[src/rtl/prog_loader_pkg.sv]
// Shared types for the boot-time program loader: FSM state enum and
// stream/word geometry used by the loader and its word assembler.
package LoaderState;
  typedef enum logic [2:0] {HDR0, HDR1, DATA, CHK, DONE, ERROR} t_e;
endpackage

package Shared;
  localparam int ByteW = 8;
  localparam int WordW = 32;

  typedef LoaderState::t_e state_t;

  // States in which the loader is still consuming the stream.
  function automatic logic loading(input state_t s);
    return (s == LoaderState::HDR0) || (s == LoaderState::HDR1) ||
           (s == LoaderState::DATA) || (s == LoaderState::CHK);
  endfunction
endpackage

[src/rtl/prog_loader_word_assembler.sv]
// Packs little-endian stream bytes into 32-bit words; strobe fires
// combinationally on the 4th accepted byte so the word can be registered.
module WordAssembler
  import Shared::*;
(
  input  logic             clk,
  input  logic             reset,
  input  logic             clear,
  input  logic             accept,
  input  logic [ByteW-1:0] inData,
  output logic             strobe,
  output logic [WordW-1:0] word
);

  logic [1:0]  cnt;
  logic [23:0] sr;

  always_ff @(posedge clk or posedge reset) begin
    if (reset) begin
      cnt <= 2'd0;
      sr  <= 24'd0;
    end else if (clear) begin
      cnt <= 2'd0;
      sr  <= 24'd0;
    end else if (accept) begin
      cnt <= cnt + 2'd1;
      sr  <= {inData, sr[23:8]};
    end
  end

  // Earlier bytes have shifted down, so the live byte lands in the top lane.
  assign strobe = accept && (cnt == 2'd3);
  assign word   = {inData, sr};

endmodule

[src/rtl/prog_loader.sv]
// Streams a counted, XOR-checked program image into instruction memory and
// holds the core in reset until a complete, verified image has landed.
module prog_loader
  import Shared::*;
#(
  parameter int Depth     = 32,
  parameter int AddrWidth = 30
) (
  input  logic                 clk,
  input  logic                 reset,
  input  logic                 inValid,
  input  logic [ByteW-1:0]     inData,
  output logic                 inReady,
  input  logic                 start,
  output logic                 wEn,
  output logic [AddrWidth-1:0] wAddr,
  output logic [WordW-1:0]     wData,
  output logic                 coreReset,
  output logic                 done,
  output logic                 error
);

  localparam int IdxW = $clog2(Depth) + 1;

  LoaderState::t_e state, state_n;

  logic             accept, clear, strobe, last_word;
  logic [WordW-1:0] word;
  logic [ByteW-1:0] nlo, csum;
  logic [15:0]      nwords, hdr_n;
  logic [IdxW-1:0]  idx;

  assign inReady   = loading(state);
  assign accept    = inValid && inReady;
  assign clear     = start && ((state == LoaderState::DONE) || (state == LoaderState::ERROR));
  assign hdr_n     = {inData, nlo};
  assign last_word = (16'(idx) == nwords - 16'd1);

  WordAssembler u_asm (
    .clk    (clk),
    .reset  (reset),
    .clear  (clear),
    .accept (accept && (state == LoaderState::DATA)),
    .inData (inData),
    .strobe (strobe),
    .word   (word)
  );

  always_comb begin
    state_n = state;
    case (state)
      LoaderState::HDR0: if (accept) state_n = LoaderState::HDR1;
      LoaderState::HDR1: if (accept) begin
        if (hdr_n == 16'd0)             state_n = LoaderState::CHK;
        else if (hdr_n > 16'(Depth))    state_n = LoaderState::ERROR;
        else                            state_n = LoaderState::DATA;
      end
      LoaderState::DATA: if (strobe && last_word) state_n = LoaderState::CHK;
      LoaderState::CHK: if (accept)
        state_n = (inData == csum) ? LoaderState::DONE : LoaderState::ERROR;
      LoaderState::DONE, LoaderState::ERROR: if (start) state_n = LoaderState::HDR0;
      default: state_n = LoaderState::HDR0;
    endcase
  end

  // Status flags are registered from the next state so they are glitch-free flops.
  always_ff @(posedge clk or posedge reset) begin
    if (reset) begin
      state     <= LoaderState::HDR0;
      done      <= 1'b0;
      error     <= 1'b0;
      coreReset <= 1'b1;
    end else begin
      state     <= state_n;
      done      <= (state_n == LoaderState::DONE);
      error     <= (state_n == LoaderState::ERROR);
      coreReset <= (state_n != LoaderState::DONE);
    end
  end

  always_ff @(posedge clk or posedge reset) begin
    if (reset) begin
      idx    <= '0;
      csum   <= '0;
      nlo    <= '0;
      nwords <= '0;
      wEn    <= 1'b0;
      wAddr  <= '0;
      wData  <= '0;
    end else begin
      wEn <= 1'b0;
      if (clear) begin
        idx  <= '0;
        csum <= '0;
      end
      // The checksum byte itself is compared, not folded in.
      if (accept && (state != LoaderState::CHK)) csum <= csum ^ inData;
      if (accept && (state == LoaderState::HDR0)) nlo <= inData;
      if (accept && (state == LoaderState::HDR1)) nwords <= hdr_n;
      if (strobe) begin
        wEn   <= 1'b1;
        wData <= word;
        wAddr <= AddrWidth'(idx);
        idx   <= idx + 1'b1;
      end
    end
  end

endmodule
[config.mk]
export PLATFORM = sky130hd
export DESIGN_NAME = prog_loader
export DESIGN_NICKNAME = d
export VERILOG_FILES = /design/src/rtl/prog_loader_pkg.sv /design/src/rtl/prog_loader_word_assembler.sv /design/src/rtl/prog_loader.sv
export SDC_FILE = /design/constraint.sdc
export NUM_CORES = 1
export LEC_CHECK = 0
export BUFFER_PORTS_ARGS = -buffer_cell sky130_fd_sc_hd__buf_4
export CORE_MARGIN = 5
export CORE_UTILIZATION = 50
export CTS_BUF_LIST = sky130_fd_sc_hd__clkbuf_4 sky130_fd_sc_hd__clkbuf_8
export DETAILED_ROUTE_END_ITERATION = 6
export PLACE_DENSITY_LB_ADDON = 0.1
export SKIP_CTS_REPAIR_TIMING = 1
export SLEW_MARGIN = 20
export SYNTH_ARGS = -nofsm -noshare
export SYNTH_HDL_FRONTEND = slang
export SYNTH_SLANG_ARGS = --single-unit
[constraint.sdc]
create_clock -name clk -period 7.2 [get_ports clk]
set_input_delay 1.44 -clock clk [delete_from_list [all_inputs] [get_ports clk]]
set_output_delay 1.44 -clock clk [all_outputs]
set_load 0.01 [all_outputs]
==> qor.csv <==
stage;metric;value;unit
floorplanning;start_util;50.9;%
synthesis;async_reset_ff_share;100;%
clocking;clockRootBuffer;sky130_fd_sc_hd__clkbuf_8;
sta;fmax;0.233;GHz
routing;final_routed_wire_length_divided_by_cell_count;16.0;um
clocking;cts_h_tree_depth;3;
finish;seq_area;2730;um^2
synthesis;ys_seq_area_share;55.4;%
sta;finish_stage_setup_viols;0;
synthesis;synth.ff_latch_count;109;
synthesis;netlist-cell-type-count;51;
routing;via_count;3335;
pwr;power_leakage;2.75;nW
clocking;clock_insertion_delay_worst_skew;0.37;ns
finish;fraction_of_layout_instances_using_a_drive_strength_above_1;23.3;%
pwr;p_total;1.62;mW
critical_path;critical-path-max-stage-delay;0.98;ns
grt;grt_antenna_before_repair;0;
flow_run;timing.max_cap.violations;0;
floorplanning;pin_count;79;
critical_path;required_worst_endpoint;7.48;ns
finish;syn2layout_area_growth;11.9;%
clocking;cts.sink_count;109;
routing;routed_wl;10.0;mm
routing;drt.antenna.violating_nets;0;
grt;maximum_number_of_pins_on_one_net_before_global_route_repair;86;
pwr;max-vdd-ir-drop;0.000149;V
finish;multi_input_area;1960;um^2
clocking;clk_pin_slew_worst_paths;0.10;ns
worst_hold_path;worstHoldPathType;reg -> reg;
critical_path;critical_path_class;in -> reg;
sta;slew_headroom;32.9;%
sta;worst_pin_slew;1.01;ns
synthesis;synth_top_area_share;54.9;%
finish;antenna-diode-count;0;
floorplanning;floorplan.rows;36;
synthesis;synth-edff-count;0;
finish;n_fill_cell;863;
grt;overflow;0;
sta;timing_max_transition_violations_final;0;
sta;grt_setup_unrepaired;false;
grt;wire_length_of_the_first_global_routing_pass;16.9;mm
sta;period_share;59.7;%
critical_path;critPathMostFrequentCell;sky130_fd_sc_hd__a21oi_1;
critical_path;cp.arrival;4.58;ns
run_status;outcome;completed;
clocking;tritoncts_clock_tree;yes;
routing;viasPerCell;5.32;
placed_design;detailed_placement_hpwl;6.87;mm
routing;drt_pre_antenna_iters;4;
grt;grt_pass1_vias;3300;
placed_design;port_buffers;54;
floorplanning;die_area;11900;um^2
sta;fin_worst_skew;0.0136;ns
synthesis;synth.avg_cell_area;11.0;um^2
floorplanning;area_inside_the_core_boundary;9680;um^2
critical_path;worst_setup_path_start_kind;primary input;
clocking;cts_made_buffers;9;
placed_design;place_congestion;0.791;
sta;setup_tns_final;0;ns
critical_path;critical_path_fanout_max;42;
floorplanning;die_h;109;um
synthesis;yosysWarningCount;0;
routing;drc;0;
synthesis;synthesis.instances;449;
floorplanning;die_span_in_x;109;um
clocking;cts-root-to-sink-buffers;2;
sta;hold_viol;0;
sta;timing.final.crit_period;4.30;ns
finish;total_number_of_nets_in_the_final_design;504;
synthesis;synthesis.area;4930;um^2
synthesis;synth_flop_cell;sky130_fd_sc_hd__dfrtp_1;
routing;dr.first_iter.drc_count;174;
critical_path;crit_path_top_delay_cell;sky130_fd_sc_hd__clkinv_1;
pwr;power_density;295;nW/um^2
synthesis;yosys.area.top_type;sky130_fd_sc_hd__dfrtp_1;
synthesis;ys_top_cells_by_area;sky130_fd_sc_hd__dfrtp_1 (55%), sky130_fd_sc_hd__mux2_2 (7.8%), sky130_fd_sc_hd__nand2_1 (7.2%);
critical_path;timing.critical_path.cells;buf_4, and4bb_1, nand2_2, clkinv_1, nor2_1, a21oi_1, a21oi_1;
critical_path;setup.worst_path.end_class;register;
grt;grt_use_total;18.3;%
registers in the layout (all words and copies together), names as in the netlist:
signal / cells
u_asm.cnt: 2
state: 3
error: 1
wData: 32
done: 1
wEn: 1
idx: 6
wAddr: 6
coreReset: 1
nwords: 16
nlo: 8
u_asm.sr: 24
csum: 8
path summary, 6_finish.rpt:
| path | slack, ns | cells after the start | start | to |
|---|---|---|---|---|
| worst max-delay path | 2.90 | 7 | inValid | idx[3] |
| worst min-delay path | 0.48 | 2 | wData[5] | wData[5] |
| worst max register to register | 3.38 | 6 | state[2] | idx[3] |
| worst min register to register | 0.48 | 2 | wData[5] | wData[5] |
| max in group asynchronous | 5.13 | 3 | reset | idx[3] |
| min in group asynchronous | 1.02 | 2 | reset | csum[6] |
per-stage QoR:
stage | setup slack (ns) | hold WS (ns) | utilization (%) | instance area, um^2 | instances
after global routing | 2.53 | 0.517 | 56.9 | 5510 | 627
after detailed placement | 2.47 | 0.460 | 54.7 | 5300 | 611
after CTS | 2.84 | 0.490 | 56.9 | 5510 | 627
after floorplan | 2.89 | 0.440 | - | 5010 | 472
final | 2.90 | 0.482 | 56.9 | 5510 | 627
after global placement | 2.58 | 0.461 | 54.7 | 5300 | 611
cell families (layout without fill, tap and decap cells):
kind of cell | Yosys count | in the layout | synth area share, %
simple gates | 160 | 160 | 16.1
flops | 109 | 109 | 55.4
compound gates | 71 | 71 | 10.6
buf+inv | 56 | 78 | 6.58
mux | 36 | 36 | 8.18
xor+xnor | 13 | 13 | 2.31
fa+ha+maj | 3 | 3 | 0.762
other cells | 1 | 24 | 0.0761
cell type report:
cell class / instances / area share [%]
flip-flops and latches: 109 / 49.5
multi-input cells: 307 / 35.5
repair buffers: 55 / 7.56
well taps: 133 / 3.02
clock buffers: 10 / 2.50
clock inverters: 6 / 1.36
inverters: 7 / 0.522
synth_stat cells, types with 2 or more instances:
master	n
sky130_fd_sc_hd__ha_1	3
sky130_fd_sc_hd__a21o_1	6
sky130_fd_sc_hd__o2bb2ai_1	2
sky130_fd_sc_hd__nor3b_1	6
sky130_fd_sc_hd__buf_4	26
sky130_fd_sc_hd__mux2i_1	2
sky130_fd_sc_hd__nand3_1	5
sky130_fd_sc_hd__a31oi_1	3
sky130_fd_sc_hd__mux2_2	34
sky130_fd_sc_hd__clkbuf_1	10
sky130_fd_sc_hd__o21ai_0	19
sky130_fd_sc_hd__inv_1	6
sky130_fd_sc_hd__nand3b_1	2
sky130_fd_sc_hd__a22o_1	25
sky130_fd_sc_hd__nor2_1	10
sky130_fd_sc_hd__buf_2	12
sky130_fd_sc_hd__xnor2_1	9
sky130_fd_sc_hd__and2_1	2
sky130_fd_sc_hd__xor2_1	4
sky130_fd_sc_hd__o311a_1	2
sky130_fd_sc_hd__nand2b_1	7
sky130_fd_sc_hd__nor3_1	7
sky130_fd_sc_hd__nor3_4	2
sky130_fd_sc_hd__a21oi_1	7
sky130_fd_sc_hd__nand2_1	95
sky130_fd_sc_hd__dfrtp_1	108
sky130_fd_sc_hd__nor2b_1	2
sky130_fd_sc_hd__nand4_1	6
sky130_fd_sc_hd__nor4_1	5
worst max-delay path: cells and delay by family:
kind / cells / cell delay (ns)
and+or+nand+nor: 3 / 1.76
buffers and inverters: 2 / 1.11
AOI/OAI and AO/OA: 2 / 0.27
cells in the final DEF, fill, tap and decap left out, types with 4 or more instances in the layout:
cell type                  Yosys  routed
sky130_fd_sc_hd__xor2_1        4       4
sky130_fd_sc_hd__nor2_1       10      10
sky130_fd_sc_hd__dfrtp_1     108     108
sky130_fd_sc_hd__clkbuf_8      0      10
sky130_fd_sc_hd__nor3_1        7       7
sky130_fd_sc_hd__xnor2_1       9       9
sky130_fd_sc_hd__nand3_1       5       5
sky130_fd_sc_hd__inv_1         6       5
sky130_fd_sc_hd__a21o_1        6       6
sky130_fd_sc_hd__nor4_1        5       5
sky130_fd_sc_hd__nor3b_1       6       6
sky130_fd_sc_hd__o21ai_0      19      19
sky130_fd_sc_hd__buf_4        26      54
sky130_fd_sc_hd__nand4_1       6       6
sky130_fd_sc_hd__mux2_2       34      34
sky130_fd_sc_hd__nand2b_1      7       7
sky130_fd_sc_hd__nand2_1      95      95
sky130_fd_sc_hd__a21oi_1       7       7
sky130_fd_sc_hd__a22o_1       25      25
sky130_fd_sc_hd__conb_1        1      24
power by group:
| group | leakage, nW | internal (mW) | total (mW) | switching [mW] |
|---|---|---|---|---|
| clock | 0.111 | 0.177 | 0.394 | 0.216 |
| combinational | 1.18 | 0.194 | 0.402 | 0.208 |
| sequential | 1.45 | 0.715 | 0.829 | 0.114 |
routing by layer:
layer | track usage [%] | vias to the layer above | wire [um]
met5 | 0 | - | 0
met4 | 6.77 | 0 | 93
met3 | 3.32 | 8 | 502
met2 | 29.1 | 78 | 4680
met1 | 25.3 | 1655 | 4730
li1 | - | 1594 | -
(Power assumes the default switching activity.)
